File: config.mk
export PLATFORM = sky130hd
export DESIGN_NAME = seven_seg_scan_ctrl
export DESIGN_NICKNAME = d
export VERILOG_FILES = /design/src/rtl/seven_seg_pkg.sv /design/src/rtl/bin2bcd_seq.sv /design/src/rtl/seven_seg_scan_ctrl.sv
export SDC_FILE = /design/constraint.sdc
export NUM_CORES = 1
export LEC_CHECK = 0
export BUFFER_PORTS_ARGS = -buffer_cell sky130_fd_sc_hd__buf_4
export CORE_MARGIN = 2
export CORE_UTILIZATION = 45
export CTS_CLUSTER_SIZE = 25
export DETAILED_ROUTE_END_ITERATION = 8
export PLACE_DENSITY = 0.61
export SYNTH_ARGS = -nofsm -noshare
export SYNTH_HDL_FRONTEND = slang
export SYNTH_SLANG_ARGS = --single-unit
File: constraint.sdc
create_clock -name clk -period 2.2 [get_ports clk]
set_input_delay 0 -clock clk [delete_from_list [all_inputs] [get_ports clk]]
set_output_delay 0 -clock clk [all_outputs]
set_load 0.005 [all_outputs]
File: src/rtl/seven_seg_pkg.sv
// seven_seg_pkg: segment codes and FSM encoding for the 7-segment scan controller.
package seven_seg_pkg;

    localparam logic [6:0] SEG_BLANK = 7'h7F;
    localparam logic [6:0] SEG_DASH  = 7'b1111110;

    // Active-low {a,b,c,d,e,f,g}
    localparam logic [6:0] SEG_DIGIT [0:9] = '{
        7'b0000001, 7'b1001111, 7'b0010010, 7'b0000110, 7'b1001100,
        7'b0100100, 7'b0100000, 7'b0001111, 7'b0000000, 7'b0000100
    };

    typedef enum logic [2:0] {
        ST_IDLE,
        ST_INIT,
        ST_SHIFT,
        ST_STORE,
        ST_COMMIT
    } state_t;

    function automatic logic [6:0] seg_decode(input logic [3:0] code);
        return (code > 4'd9) ? SEG_BLANK : SEG_DIGIT[code];
    endfunction

endpackage

File: src/rtl/bin2bcd_seq.sv
// bin2bcd_seq: iterative double-dabble, one bit per cycle after start; done is high during the final shift.
// Keeps one extra decimal digit internally so values that do not fit DIGITS are flagged as overflow.
module bin2bcd_seq #(
    parameter int VAL_W  = 6,
    parameter int DIGITS = 2
) (
    input  logic                  clk,
    input  logic                  reset_n,
    input  logic                  start,
    input  logic [VAL_W-1:0]      value,
    output logic                  done,
    output logic [DIGITS*4-1:0]   bcd,
    output logic                  overflow
);
    localparam int ND = DIGITS + 1;
    localparam int CW = $clog2(VAL_W + 1);

    logic [VAL_W-1:0] sh;
    logic [ND*4-1:0]  acc;
    logic [ND*4-1:0]  adj;
    logic [CW-1:0]    cnt;

    always_comb begin
        adj = acc;
        for (int d = 0; d < ND; d++)
            adj[d*4 +: 4] = (acc[d*4 +: 4] >= 4'd5) ? acc[d*4 +: 4] + 4'd3 : acc[d*4 +: 4];
    end

    always_ff @(posedge clk or negedge reset_n) begin
        if (!reset_n) begin
            sh  <= '0;
            acc <= '0;
            cnt <= '0;
        end else if (start) begin
            sh  <= value;
            acc <= '0;
            cnt <= CW'(VAL_W);
        end else if (cnt != '0) begin
            {acc, sh} <= {adj, sh} << 1;
            cnt       <= cnt - 1'b1;
        end
    end

    assign done     = (cnt == CW'(1));
    assign bcd      = acc[DIGITS*4-1:0];
    assign overflow = (acc[ND*4-1 -: 4] != 4'd0);

endmodule

File: src/rtl/seven_seg_scan_ctrl.sv
// seven_seg_scan_ctrl: converts NUM_CH binary values to decimal and scans them onto one 7-segment bus.
// Define LEADING_ZERO_BLANK_EN to blank leading zeros of each channel (LSD always shown).
module seven_seg_scan_ctrl
    import seven_seg_pkg::*;
#(
    parameter int NUM_CH        = 2,
    parameter int VAL_W         = 6,
    parameter int DIGITS_PER_CH = 2,
    parameter int REFRESH_DIV   = 16
) (
    input  logic                              clk,
    input  logic                              reset_n,
    input  logic                              in_valid,
    output logic                              in_ready,
    input  logic [NUM_CH*VAL_W-1:0]           in_data,
    output logic                              busy,
    output logic [NUM_CH*DIGITS_PER_CH-1:0]   anode,
    output logic [6:0]                        segment
);
    localparam int TOTAL_DIG = NUM_CH * DIGITS_PER_CH;
    localparam int SW        = TOTAL_DIG * 5;
    localparam int CW        = (NUM_CH > 1) ? $clog2(NUM_CH) : 1;
    localparam int IW        = (TOTAL_DIG > 1) ? $clog2(TOTAL_DIG) : 1;
    localparam int PW        = (REFRESH_DIV > 1) ? $clog2(REFRESH_DIV) : 1;

    if (2**VAL_W > 10**(DIGITS_PER_CH + 1)) begin : g_range_err
        $error("VAL_W too wide for DIGITS_PER_CH+1 decimal digits");
    end
    if (REFRESH_DIV < 1) begin : g_div_err
        $error("REFRESH_DIV must be at least 1");
    end

    state_t                      state;
    logic [CW-1:0]               ch;
    logic [NUM_CH*VAL_W-1:0]     cap;
    logic [SW-1:0]               shadow;
    logic [SW-1:0]               disp;
    logic                        done;
    logic                        ovf;
    logic [DIGITS_PER_CH*4-1:0]  bcd;
    logic [DIGITS_PER_CH*5-1:0]  ch_dig;
    logic [PW-1:0]               pre;
    logic [IW-1:0]               idx;
    logic [4:0]                  cur;

    assign in_ready = (state == ST_IDLE);
    assign busy     = !in_ready;

    bin2bcd_seq #(.VAL_W(VAL_W), .DIGITS(DIGITS_PER_CH)) u_conv (
        .clk      (clk),
        .reset_n  (reset_n),
        .start    (state == ST_INIT),
        .value    (cap[VAL_W-1:0]),
        .done     (done),
        .bcd      (bcd),
        .overflow (ovf)
    );

    // Each digit slot is {dash, code}; codes 10-15 decode to blank.
`ifdef LEADING_ZERO_BLANK_EN
    logic lead;
    always_comb begin
        ch_dig = '0;
        lead   = 1'b1;
        for (int p = DIGITS_PER_CH - 1; p >= 0; p--) begin
            lead = lead && (bcd[p*4 +: 4] == 4'd0) && (p != 0);
            ch_dig[p*5 +: 5] = ovf ? 5'h10 : {1'b0, lead ? 4'hF : bcd[p*4 +: 4]};
        end
    end
`else
    always_comb begin
        ch_dig = '0;
        for (int p = 0; p < DIGITS_PER_CH; p++)
            ch_dig[p*5 +: 5] = ovf ? 5'h10 : {1'b0, bcd[p*4 +: 4]};
    end
`endif

    // Channels are converted in order and shifted in from the top, so channel 0 ends at digit 0.
    always_ff @(posedge clk or negedge reset_n) begin
        if (!reset_n) begin
            state  <= ST_IDLE;
            ch     <= '0;
            cap    <= '0;
            shadow <= {TOTAL_DIG{5'h0F}};
            disp   <= {TOTAL_DIG{5'h0F}};
        end else begin
            case (state)
                ST_IDLE: if (in_valid) begin
                    cap   <= in_data;
                    ch    <= '0;
                    state <= ST_INIT;
                end
                ST_INIT:  state <= ST_SHIFT;
                ST_SHIFT: state <= done ? ST_STORE : ST_SHIFT;
                ST_STORE: begin
                    shadow <= SW'({ch_dig, shadow} >> (DIGITS_PER_CH * 5));
                    cap    <= cap >> VAL_W;
                    ch     <= ch + 1'b1;
                    state  <= (ch == CW'(NUM_CH - 1)) ? ST_COMMIT : ST_INIT;
                end
                ST_COMMIT: begin
                    disp  <= shadow;
                    state <= ST_IDLE;
                end
                default: state <= ST_IDLE;
            endcase
        end
    end

    assign cur = 5'(disp >> (idx * 5));

    always_ff @(posedge clk or negedge reset_n) begin
        if (!reset_n) begin
            pre     <= '0;
            idx     <= '0;
            anode   <= '1;
            segment <= SEG_BLANK;
        end else begin
            pre     <= (pre == PW'(REFRESH_DIV - 1)) ? '0 : pre + 1'b1;
            if (pre == PW'(REFRESH_DIV - 1))
                idx <= (idx == IW'(TOTAL_DIG - 1)) ? '0 : idx + 1'b1;
            anode   <= ~(TOTAL_DIG'(1) << idx);
            segment <= cur[4] ? SEG_DASH : seg_decode(cur[3:0]);
        end
    end

endmodule

==> impl_metrics.env <==
export IMPL_r2r_start="idx[0]$_DFFE_PN0N_"
export IMPL_p_per_area_nw_per_um2=1290
export IMPL_dp_hpwl_mm=4.77
export IMPL_post_route_util_pct=54.4
export IMPL_finalCriticalPeriod_ns=1.94
export IMPL_layout_common_cells="47 x dfrtp_1, 43 x dfstp_2, 31 x buf_4, 27 x mux2_2, 25 x nand2_1"
export IMPL_detail_route_wl_per_cell_um=14.3
export IMPL_tns_ns=0
export IMPL_cts_setup_buffers=0
export IMPL_dr_pass1_iters=4
export IMPL_grt_usage_pct=15.6
export IMPL_crit_top_cell="o21ai_1"
export IMPL_vdd_drop_max_mv=0.716
export IMPL_portBuffers=27
export IMPL_slew_viol_final=0
export IMPL_pre_cts_ws_ns=0.268
export IMPL_wl_met2_mm=3.34
export IMPL_syn_area_um2=4090
export IMPL_grt_max_degree=60
export IMPL_synth_cell_types=41
export IMPL_yosysSeqAreaShare_pct=56.4
export IMPL_cp_num_buf_inv=1
export IMPL_crit_slowest_cell="mux4_1"
export IMPL_dieArea_um2=9870
export IMPL_h_tree_depth=3
export IMPL_status="complete, no violations"
export IMPL_worst_pin_slew_ns=0.623
export IMPL_synth_area_leaders="dfrtp_1 29%, dfstp_2 28%, mux2_2 7.4%, ha_1 6.1%, a22o_1 2.6%"
export IMPL_numCtsBuffers=9
export IMPL_critPathArrivalTime_ns=2.22
export IMPL_hold_viol=0
export IMPL_final_common_cell="dfrtp_1"
export IMPL_final_area_um2=4770
export IMPL_antenna_cells=0
export IMPL_ys_ff_latch=90
export IMPL_max_stage_delay_ns=0.64
export IMPL_grt_pass1_wl_mm=12.3
export IMPL_clockRootBuffer="clkbuf_8"
export IMPL_synth_mux_area_share_pct=12.0
export IMPL_dr_first_iter_drc_count=120
export IMPL_synth_edf_count=0
export IMPL_synth_compound_area_share_pct=10.1
export IMPL_core_area_um2=8760
export IMPL_wl_mm=7.00
export IMPL_skew_ns=0.00847
export IMPL_vias_per_cell=5.18
export IMPL_die_y_um=99.3
export IMPL_num_io_pins=28
export IMPL_critPathKind="flop to flop"
export IMPL_syn2layout_area_growth_pct=16.6
export IMPL_worstPathRequired_ns=2.49
export IMPL_crit_chain="mux4_1 > inv_1 > ha_1 > nor2_1 > o21ai_1 > o311a_1 > o21ai_1"
export IMPL_post_route_period_util_pct=88.1
export IMPL_setup_violations=0
export IMPL_critPathLaunchType="flop"
export IMPL_drv_cap=0
export IMPL_cts_sinks=90
export IMPL_synth_main_ff_cell="dfrtp_1"
export IMPL_top_layer_used="met4"
export IMPL_timing_slew_headroom_pct=58.3
export IMPL_ys_warn_count=0
export IMPL_grt_ovfl_total=0
export IMPL_wl_met1_mm=3.40
export IMPL_cts_tree="yes"
export IMPL_start_util_pct=46.7
export IMPL_drive_gt1_share_pct=32.1
export IMPL_ant_nets=0
export IMPL_regToRegSetupSlack_ns=0.26
export IMPL_avgSynthCellArea_um2=12.1
export IMPL_crit_family="multiplexers"
export IMPL_rsz0062_at_grt="false"
export IMPL_fp_dieW_um=99.3
export IMPL_yosysTopAreaCell="dfrtp_1"
export IMPL_power_leakage_nw=2.15
export IMPL_insertion_delay_ns=0.35
export IMPL_path_max_fanout=4
export IMPL_syn_instance_count=337
export IMPL_r2r_end="segment[3]$_DFF_PN1_"
export IMPL_routabilityCongestion=0.800
export IMPL_placed_area_um2=4390
export IMPL_fmax_mhz=516
export IMPL_grt_pass1_vias=2550
export IMPL_worst_slack_ns=0.263
export IMPL_endpoint_kind="flop"
export IMPL_post_synth_fa_ha_maj_area_fraction_pct=6.12
export IMPL_synth_nets=372
export IMPL_synth_top_family_by_area="multiplexers"
export IMPL_finalNetCount=413
export IMPL_hold_path_class="input pin to async pin"
export IMPL_dr_total_vias=2543
export IMPL_rr_worst_depth=7
export IMPL_clk_path_buf_depth=2
export IMPL_yosys_area_share_simple_pct=9.33
export IMPL_remaining_drc_errors=0
export IMPL_floorplan_rows=34
export IMPL_antenna_found_initial=0
export IMPL_synth_xor_area_share_pct=1.71
export IMPL_synth_top_area_share_pct=28.8
export IMPL_async_reset_ff_share_pct=100
export IMPL_clkTransAtPathRegs_ns=0.09
export IMPL_wl_met3_um=158
## cell type report
| cell class | count | area, um^2 |
|---|---|---|
| timing repair buffer | 46 | 393 |
| fill | 754 | 4000 |
| inverter | 23 | 86.3 |
| tap | 108 | 135 |
| clock buffer | 11 | 153 |
| multi-input combinational | 208 | 1610 |
| sequential | 90 | 2310 |
| clock inverter | 5 | 85.1 |
## worst register-to-register path: stages, from the launching register on
cell	delay, ns
dfrtp_1	0.39
mux4_1	0.64
inv_1	0.14
ha_1	0.20
nor2_1	0.08
o21ai_1	0.16
o311a_1	0.20
o21ai_1	0.07
## state kept, by name, indices dropped and copies added (netlist names), 3 cells and up
name	count
anode	4
cap	12
disp	18
pre	4
segment	7
shadow	18
state	3
u_conv.acc	12
u_conv.cnt	3
u_conv.sh	6
## logic make-up after synthesis
group,count (synthesis)
simple gates,78
xor+xnor,8
flops,90
fa+ha+maj,20
mux,40
buf+inv,39
compound gates,62
## synth_stat cells (2+ instances only)
cell	instances
nor3_1	3
mux2_2	27
xnor2_1	5
dfrtp_1	47
nand2b_1	6
clkbuf_1	5
o31ai_1	3
buf_2	8
a31oi_1	2
nand3_1	10
o22ai_1	9
nor2_1	22
mux4_1	2
nand2_1	25
o21ai_0	16
and2_1	2
o21ai_1	3
a22o_1	12
xor2_1	3
mux2i_1	9
inv_1	23
nor2b_1	2
dfstp_2	43
o32ai_1	2
a32o_1	3
a21oi_1	8
ha_1	20
nor3b_1	2
buf_6	2
mux4_2	2
## per-layer routing
layer / vias up / global-route usage, %
met5: - / 0
met4: 0 / 5.58
met3: 7 / 2.81
met2: 25 / 25.2
met1: 1254 / 21.2
li1: 1257 / -
## through the flow
step	power (W)	hold WS [ns]	cells
floorplan	0.00434	-0.296	337
global placement	0.00484	-0.0407	461
detailed placement	0.00490	-0.0376	461
CTS	0.00624	0.117	491
global route	0.00665	0.137	491
finish	0.00616	0.117	491
## power by group
group	switching [W]	internal (W)	total, W
Combinational	0.00103	0.000999	0.00203
Sequential	0.000393	0.00243	0.00283
Clock	0.000581	0.000716	0.00130
Total	0.00201	0.00415	0.00616
## repair_timing
| action | CTS | global route |
|---|---|---|
| endpoints found under the hold margin | 85 | 0 |
| hold buffers | 14 | 0 |
| gates resized for setup | 0 | 0 |
## how the worst max path moves through the flow
stage,startpoint,end,depth (start not counted)
5_1_grt,idx[0]$_DFFE_PN0N_,segment[3]$_DFF_PN1_,7
3_3_place_gp,idx[0]$_DFFE_PN0N_,segment[3]$_DFF_PN1_,7
3_5_place_dp,idx[0]$_DFFE_PN0N_,segment[3]$_DFF_PN1_,7
4_1_cts,idx[0]$_DFFE_PN0N_,segment[3]$_DFF_PN1_,7
2_1_floorplan,idx[0]$_DFFE_PN0N_,segment[3]$_DFF_PN1_,8
6_report,idx[0]$_DFFE_PN0N_,segment[3]$_DFF_PN1_,7
No activity file was read; power rests on OpenSTA's default activity.
